--- config.mk ---
export PLATFORM = sky130hd
export DESIGN_NAME = dsp_subsys
export DESIGN_NICKNAME = d
export VERILOG_FILES = /design/src/rtl/dsp_subsys.sv
export SDC_FILE = /design/constraint.sdc
export NUM_CORES = 2
export LEC_CHECK = 0
export CAP_MARGIN = 15
export CORE_ASPECT_RATIO = 0.75
export CORE_MARGIN = 3
export CORE_UTILIZATION = 64
export CTS_BUF_LIST = sky130_fd_sc_hd__clkbuf_8
export CTS_CLUSTER_SIZE = 16
export DETAILED_ROUTE_END_ITERATION = 8
export GPL_TIMING_DRIVEN = 0
export PLACE_DENSITY = 0.94
export SYNTH_ARGS = -nofsm -noshare
export SYNTH_HDL_FRONTEND = slang
export SYNTH_SLANG_ARGS = --single-unit
export TNS_END_PERCENT = 20
--- constraint.sdc ---
create_clock -name hclk -period 7.8 [get_ports hclk]
set_input_delay 1.56 -clock hclk [delete_from_list [all_inputs] [get_ports hclk]]
set_output_delay 1.56 -clock hclk [all_outputs]
set_load 0.05 [all_outputs]
--- src/rtl/dsp_subsys.sv ---
// I/Q frame power meter: 3-stage sample pipeline (capture, energy, accumulate) behind an AHB-Lite register port.
// Define DSP_SUBSYS_PEAK_EN to build the peak tracker, PEAK register and OVER status.
module dsp_subsys #(
  parameter int          FRAME_LEN_RST = 1024,
  parameter logic [31:0] ID_VALUE      = 32'h44535031
) (
  input  logic        hclk,
  input  logic        hreset,
  input  logic        ce,
  input  logic [31:0] tdata_s,
  input  logic        tvalid_s,
  output logic        tready_s,
  input  logic [31:0] haddr_s,
  input  logic [2:0]  hburst_s,
  input  logic [2:0]  hsize_s,
  input  logic [1:0]  htrans_s,
  input  logic        hwrite_s,
  input  logic [31:0] hwdata_s,
  input  logic        hsel_s,
  output logic [31:0] hrdata_s,
  output logic        hreadyout_s,
  output logic        hresp_s,
  output logic        interrupts
);

  localparam logic [5:0] A_CTRL = 6'h00, A_STATUS = 6'h01, A_IRQ = 6'h02, A_FLEN = 6'h03,
                         A_THRESH = 6'h04, A_PLO = 6'h05, A_PHI = 6'h06, A_PEAK = 6'h07,
                         A_LAST = 6'h08, A_COUNT = 6'h09, A_ID = 6'h0A;

  logic        dp_valid, dp_write;
  logic [5:0]  dp_addr;
  logic        en, cont;
  logic [1:0]  status, irq_en;
  logic [15:0] frame_len, flen_eff, count;
  logic [31:0] thresh, last, peak_q, rd_data;
  logic [47:0] acc, acc_next, power;
  logic        wr, wr_ctrl, wr_status, clr, accept, frame_end, upd, done_set, over_set;
  logic        s1_vld, s1_last, s2_vld, s2_last;
  logic signed [15:0] s1_i, s1_q;
  logic signed [31:0] i_sq, q_sq;
  logic [31:0] energy, s2_e;
  logic        unused_ok;

  assign unused_ok   = ^{hburst_s, hsize_s, haddr_s[31:8], haddr_s[1:0], htrans_s[0]};
  assign hreadyout_s = 1'b1;
  assign hresp_s     = 1'b0;

  always_ff @(posedge hclk) begin
    if (hreset) begin
      dp_valid <= 1'b0;
      dp_write <= 1'b0;
      dp_addr  <= '0;
    end else begin
      dp_valid <= hsel_s & htrans_s[1];
      dp_write <= hwrite_s;
      dp_addr  <= haddr_s[7:2];
    end
  end

  assign wr        = dp_valid & dp_write;
  assign wr_ctrl   = wr && (dp_addr == A_CTRL);
  assign wr_status = wr && (dp_addr == A_STATUS);
  assign clr       = wr_ctrl & hwdata_s[1];

  assign flen_eff  = (frame_len == 16'd0) ? 16'd1 : frame_len;
  assign tready_s  = en & ce;
  assign accept    = tvalid_s & tready_s;
  assign frame_end = accept && (({1'b0, count} + 17'd1) >= {1'b0, flen_eff});

  always_ff @(posedge hclk) begin
    if (hreset) begin
      en        <= 1'b0;
      cont      <= 1'b0;
      irq_en    <= '0;
      frame_len <= 16'(FRAME_LEN_RST);
      thresh    <= 32'hFFFF_FFFF;
      status    <= '0;
      last      <= '0;
      count     <= '0;
    end else begin
      if (wr_ctrl) begin
        en   <= hwdata_s[0];
        cont <= hwdata_s[2];
      end else if (frame_end && !cont) begin
        en <= 1'b0;
      end
      if (wr && dp_addr == A_IRQ)    irq_en    <= hwdata_s[1:0];
      if (wr && dp_addr == A_FLEN)   frame_len <= hwdata_s[15:0];
      if (wr && dp_addr == A_THRESH) thresh    <= hwdata_s;
      // Hardware set is ORed in after the W1C mask so it wins a same-cycle clear
      status <= (status & ~(wr_status ? hwdata_s[1:0] : 2'b00)) | {over_set, done_set};
      if (accept) last <= tdata_s;
      if (clr)         count <= '0;
      else if (accept) count <= frame_end ? 16'd0 : count + 16'd1;
    end
  end

  assign i_sq   = 32'(s1_i) * 32'(s1_i);
  assign q_sq   = 32'(s1_q) * 32'(s1_q);
  assign energy = i_sq + q_sq;

  always_ff @(posedge hclk) begin
    if (hreset) begin
      s1_vld  <= 1'b0;
      s1_last <= 1'b0;
      s1_i    <= '0;
      s1_q    <= '0;
      s2_vld  <= 1'b0;
      s2_last <= 1'b0;
      s2_e    <= '0;
    end else if (clr) begin
      s1_vld <= 1'b0;
      s2_vld <= 1'b0;
    end else if (ce) begin
      s1_vld  <= accept;
      s1_last <= frame_end;
      if (accept) begin
        s1_i <= tdata_s[15:0];
        s1_q <= tdata_s[31:16];
      end
      s2_vld  <= s1_vld;
      s2_last <= s1_last;
      if (s1_vld) s2_e <= energy;
    end
  end

  assign upd      = ce & s2_vld & ~clr;
  assign done_set = upd & s2_last;
  assign acc_next = acc + {16'd0, s2_e};

  always_ff @(posedge hclk) begin
    if (hreset) begin
      acc   <= '0;
      power <= '0;
    end else if (clr) begin
      acc <= '0;
    end else if (upd) begin
      if (s2_last) begin
        power <= acc_next;
        acc   <= '0;
      end else begin
        acc <= acc_next;
      end
    end
  end

`ifdef DSP_SUBSYS_PEAK_EN
  logic [31:0] run_peak, peak_next;
  assign peak_next = (s2_e > run_peak) ? s2_e : run_peak;
  assign over_set  = done_set && (peak_next >= thresh);

  always_ff @(posedge hclk) begin
    if (hreset) begin
      run_peak <= '0;
      peak_q   <= '0;
    end else if (clr) begin
      run_peak <= '0;
    end else if (upd) begin
      if (s2_last) begin
        peak_q   <= peak_next;
        run_peak <= '0;
      end else begin
        run_peak <= peak_next;
      end
    end
  end
`else
  assign peak_q   = '0;
  assign over_set = 1'b0;
`endif

  assign interrupts = |(status & irq_en);

  always_comb begin
    rd_data = '0;
    case (dp_addr)
      A_CTRL:   rd_data = {29'd0, cont, 1'b0, en};
      A_STATUS: rd_data = {30'd0, status};
      A_IRQ:    rd_data = {30'd0, irq_en};
      A_FLEN:   rd_data = {16'd0, frame_len};
      A_THRESH: rd_data = thresh;
      A_PLO:    rd_data = power[31:0];
      A_PHI:    rd_data = {16'd0, power[47:32]};
      A_PEAK:   rd_data = peak_q;
      A_LAST:   rd_data = last;
      A_COUNT:  rd_data = {16'd0, count};
      A_ID:     rd_data = ID_VALUE;
      default:  rd_data = '0;
    endcase
    hrdata_s = (dp_valid & ~dp_write) ? rd_data : 32'd0;
  end

endmodule

Word-level counts from Yosys, hierarchy flattened
Cells that the tools add are included.
{"block": "totals", "ff_bits": 274, "latch_bits": 0, "mem_bits_rw": 0, "mem_bits_ro": 0, "input_bits": 110, "word_cells": 76, "mem_count": 0}
{"block": "classes", "n_addsub": 4, "n_mul": 2, "div": 0, "order_cmp": 1, "eq_ne": 9, "shift": 0, "mux": 8, "bitwise": 15, "reduce_logical": 17}
{"cell": "$pmux 32 s10", "count": 1}
{"cell": "$mul 16x16->32", "count": 2}
{"cell": "$add 48x32->48", "count": 1}
{"cell": "$mux 48", "count": 1}
{"cell": "$add 32x32->32", "count": 1}
{"cell": "$mux 16", "count": 2}
{"cell": "$mux 32", "count": 1}
{"cell": "$eq 6x3->1 const B", "count": 3}
{"cell": "$eq 6x4->1 const B", "count": 3}
{"cell": "$add 16x1->17 const B", "count": 1}
{"cell": "$ge 17x16->1", "count": 1}
{"cell": "$add 16x1->16 const B", "count": 1}
{"cell": "$logic_not 16->1", "count": 1}
{"cell": "$eq 6x2->1 const B", "count": 2}
{"cell": "$and 1x1->1", "count": 9}
{"cell": "$reduce_and 3->1", "count": 3}
{"cell": "$logic_and 1x1->1", "count": 7}
{"cell": "$eq 6x1->1 const B", "count": 1}
{"cell": "$logic_not 6->1", "count": 1}
{"cell": "$and 2x2->2", "count": 2}
{"cell": "$reduce_or 2->1", "count": 2}
{"cell": "$mux 1", "count": 2}
{"cell": "$mux 2", "count": 1}
{"cell": "$not 1->1", "count": 2}
{"cell": "other kinds (5)", "count": 5}

Depth between registers and ports, before layout
{"block": "logic_depth", "ltp_word": 7, "depth_mapped": 28, "ltp_nobuf": 27}

Least setup slack after synthesis
OpenSTA, ideal clock, no wires.
{"block": "synth_timing", "path_type": "reg2reg", "startpoint": "reg s1_i[2]", "endpoint": "reg s2_e[30]", "setup_time_ns": 0.091, "arrival_time_ns": 7.019, "path_slack_ns": 0.690, "stages_incl_launch_ff": 26, "n_path_buf": 2, "cell_sequence": "dfxtp_1 -> clkbuf_1 -> clkbuf_1 -> nand2_1 -> inv_1 -> fa_1 -> inv_1 -> fa_1 -> fa_1 -> fa_1 -> inv_1 -> fa_1 -> fa_1 -> fa_1 -> inv_1 -> fa_1 -> inv_1 -> ha_1 -> a21o_1 -> a21o_1 -> a21o_1 -> nor3_1 -> a21boi_0 -> nand2_1 -> nand3_1 -> a311oi_1"}
{"block": "synth_between", "elab_chain_cells": 2}
{"element": "start: declaration", "line_no": "39", "rtl": "logic signed [15:0] s1_i, s1_q;"}
{"element": "start signal: assignment", "line_no": "118", "rtl": "s1_i <= tdata_s[15:0];"}
{"element": "$mul 16x16->32", "line_no": "98", "rtl": "assign i_sq = 32'(s1_i) * 32'(s1_i);"}
{"element": "$add 32x32->32", "line_no": "100", "rtl": "assign energy = i_sq + q_sq;"}
{"element": "end signal: assignment", "line_no": "123", "rtl": "if (s1_vld) s2_e <= energy;"}
{"element": "end: declaration", "line_no": "41", "rtl": "logic [31:0] energy, s2_e;"}
Every way passes these cells.
A chain may end at the register's enable or synchronous reset.

Worst setup path in the final report
{"block": "layout_timing", "startpoint": "reg s1_q[7]", "endpoint": "reg s2_e[31]"}
{"block": "layout_between", "elab_chain_cells": 2}
{"element": "start: declaration", "line_no": "39"}
{"element": "start signal: assignment", "line_no": "119", "rtl": "s1_q <= tdata_s[31:16];"}
{"element": "$mul 16x16->32", "line_no": "99", "rtl": "assign q_sq = 32'(s1_q) * 32'(s1_q);"}
{"element": "$add 32x32->32", "line_no": "100"}
Every way passes these cells.

==> summary.md <==
| Metric | Value |
|---|---|
| Status | `complete, but fails checks` |
| Failing checks | `DRC` |
| Effective utilization at floorplan | `0.653` |
| HPWL Detailed | `81.9 mm` |
| Maxcap violations | `0` |
| Die area | `51,400 um2` |
| Drt initial violations | `4,130` |
| Cts hold-fix bufs | `0` |
| Initial antenna violation count | `4` |
| Post-synth cell types | `67` |
| Worst-path clk slew | `0.07 ns` |
| Max incr delay on CP | `0.64 ns` |
| Worst endpoint required time | `8.30 ns` |
| Vias in the first global route | `27,700` |
| Critical Path, Cell by Cell | `inv_1 > nor2_1 > inv_1 > fa_1 > inv_1 > fa_1 > fa_1 > fa_1 > fa_1 > fa_1 > fa_1 > inv_1 > fa_1 > inv_1 > ha_1 > nor3_1 > o21ai_2 > nand3_1 > a31o_2 > o21ai_1 > a311oi_2 > xnor2_1 > nand2_1 > a21oi_1` |
| Minimum clock period | `7.74 ns` |
| Pleak | `15.5 nW` |
| Clk_lat worst skew | `0.58 ns` |
| Syn avg cell area | `8.69 um2` |
| Sequential share of the synthesized area | `0.176` |
| Post-Layout Inst Area | `34,200 um2` |
| Largest net degree at the start of global routing | `13` |
| Peak supply drop | `0.0891 mV` |
| Routed Antenna Nets | `0` |
| Chip Width | `261 um` |
| FP Rows | `69` |
| Global-route wire length before repair | `154 mm` |
| Synth Cell Area | `31,200 um2` |
| Mapped Cells | `3,588` |
| Post-layout power | `2.82 mW` |
| CTS Buf Count | `39` |
| Port buffer count | `108` |
| Gr ovfl total | `0` |
| Fin. max-slew vios | `0` |
| Nets@finish | `4,571` |
| Clock root buffer | `clkbuf_8` |
| CP Max Fanout | `7` |
| Setup_tns | `0 ns` |
| Area Overhead vs Synth | `9.77%` |
| Main flop type after synthesis | `dfxtp_1` |
| Period utilization | `0.992` |
| Clock Skews | `0.0287 ns` |
| Routability cong. | `1.02` |
| Relative max-transition margin | `0.257` |
| Setup crit end kind | `register` |
| Via density | `6.28` |
| # IOs | `146` |
| Pre-CTS setup slack | `-0.964 ns` |
| Die Span Y | `197 um` |
| Clock Sinks | `274` |
| Yosys reg bits | `274` |
| Placed insts | `4,336` |
| Htree depth | `2` |
| Placeable Area | `47,700 um2` |
| Routed length per instance | `23.3 um` |
| Hold crit path type | `register to register` |
| DRT Pass-1 Iters | `9` |
| Clock Tree Buf Depth | `3` |
| CP startpoint kind | `register` |
| Syn_nets | `4,415` |
| Share of cells above drive strength 1 | `0.0491` |
| Final wirelength | `103 mm` |
| Dpl cell area | `33,100 um2` |
| Critical path's slowest cell | `dfxtp_1` |
| Max Fclk | `129 MHz` |
| Setup WS post-layout | `0.0596 ns` |
| Final hold vios | `0` |
| Finish-stage setup viols | `0` |
| Async SR Flop Fraction | `0` |
| CP Data Arrival Time | `8.24 ns` |
| Routed vias | `27,700` |
| CTS tree | `yes` |
| Yosys warns | `0` |
| Top cell by count, worst path | `fa_1` |
| Post-synth EDFFs | `0` |
| Slew at the pin closest to its max-slew limit | `1.11 ns` |
| Overall Global Routing Usage | `0.393` |
| Cell area power density | `82.5 nW/um2` |
| Residual DRC | `1` |
| Final Non-Filler Cells | `4,409` |
| Type of the worst setup path | `register to register` |
==> layout make-up <==
cell class | count | area [um2]
multi-input combinational | 2453 | 22500
fill | 3084 | 13500
sequential | 274 | 5540
inverter | 693 | 2620
timing repair buffer | 121 | 1170
tap | 639 | 800
buffer | 162 | 769
clock buffer | 49 | 674
clock inverter | 15 | 144
antenna | 3 | 7.51
==> per-stage QoR <==
step	util	hold WS, ns
floorplan	-	0.428
global placement	0.693	0.443
detailed placement	0.693	0.450
CTS	0.712	0.461
global route	0.717	0.486
finish	0.717	0.458
==> final timing paths <==
check / from / to / slack [ns] / depth (start not counted)
worst max-delay path: s1_q[7] / s2_e[31] / 0.06 / 24
worst min register to register: s2_e[17] / s2_e[17] / 0.46 / 2
worst max register to register: s1_q[7] / s2_e[31] / 0.06 / 24
worst min-delay path: s2_e[17] / s2_e[17] / 0.46 / 2
==> flip-flops by register name, summed over array words and instances, names as in the netlist, 6 cells and up <==
register   flops
s2_e          32
frame_len     16
dp_addr        6
s1_i          16
last          32
acc           48
thresh        32
count         16
power         48
s1_q          16
==> cell usage in the layout (no fill, tap or decap), types with 31 or more instances in the layout <==
master             n
xnor2_1           81
nand3b_1          37
o21ai_0           60
a21oi_1          222
and2_1           107
ha_1             192
nand3_1           38
dfxtp_1          252
clkbuf_8          49
clkbuf_1         109
clkdlybuf4s50_1  108
xor2_1            31
nand2_1          574
fa_1             520
nor2_1           154
inv_1            699
nor2b_1           36
==> worst max-delay path, delay by kind of cell, from the launching register on <==
kind	cells	cell delay [ns]
AOI/OAI and AO/OA	5	1.12
xor gates and xnor gates	1	0.18
adders and majority gates	9	4.29
buffers and inverters	5	0.59
DFF	1	0.64
and+or+nand+nor	4	0.86
==> per-layer routing <==
layer,track usage,vias to the layer above,share of wire,wire length [um]
met5,0,-,0.00034,35
met4,0.166,4,0.062,6410
met2,0.558,2417,0.41,41700
met1,0.529,13100,0.36,36600
met3,0.170,589,0.18,18100
li1,-,11500,-,-
==> power by group <==
part	switching (mW)	internal [mW]
logic	0.110	0.0631
clock network	0.584	0.662
registers	0.00595	1.40
total	0.699	2.13
==> kinds of logic (layout without fill, tap and decap cells) <==
family / count (synthesis) / after routing / share of synthesized area
and+or+nand+nor: 1075 / 1075 / 0.158
buffers and inverters: 861 / 1040 / 0.104
adders and majority gates: 717 / 717 / 0.414
AOI/OAI and AO/OA: 503 / 503 / 0.101
DFF: 274 / 274 / 0.176
xor gates and xnor gates: 112 / 112 / 0.0315
muxes: 44 / 44 / 0.0150
other: 2 / 5 / 0.000241
==> Yosys cell counts (all sizes together), types with 31 or more instances <==
| cell | number | area, um2 |
|---|---|---|
| o21ai | 65 | 325 |
| nand3 | 38 | 190 |
| ha | 193 | 2410 |
| clkbuf | 156 | 586 |
| xnor2 | 81 | 709 |
| a21oi | 224 | 1120 |
| nor2 | 155 | 584 |
| fa | 524 | 10500 |
| inv | 693 | 2600 |
| and2 | 109 | 682 |
| nand2 | 575 | 2160 |
| nand3b | 37 | 278 |
| nor2b | 36 | 225 |
| xor2 | 31 | 272 |
| dfxtp | 274 | 5490 |
==> repair_timing <==
action	in CTS	in global routing
resized for setup	60	115
setup buffers	3	8
pin swaps	1	3
endpoints found under the setup margin	16	16
hold endpoints to repair	0	0
No activity file was read; power rests on OpenSTA's default activity.
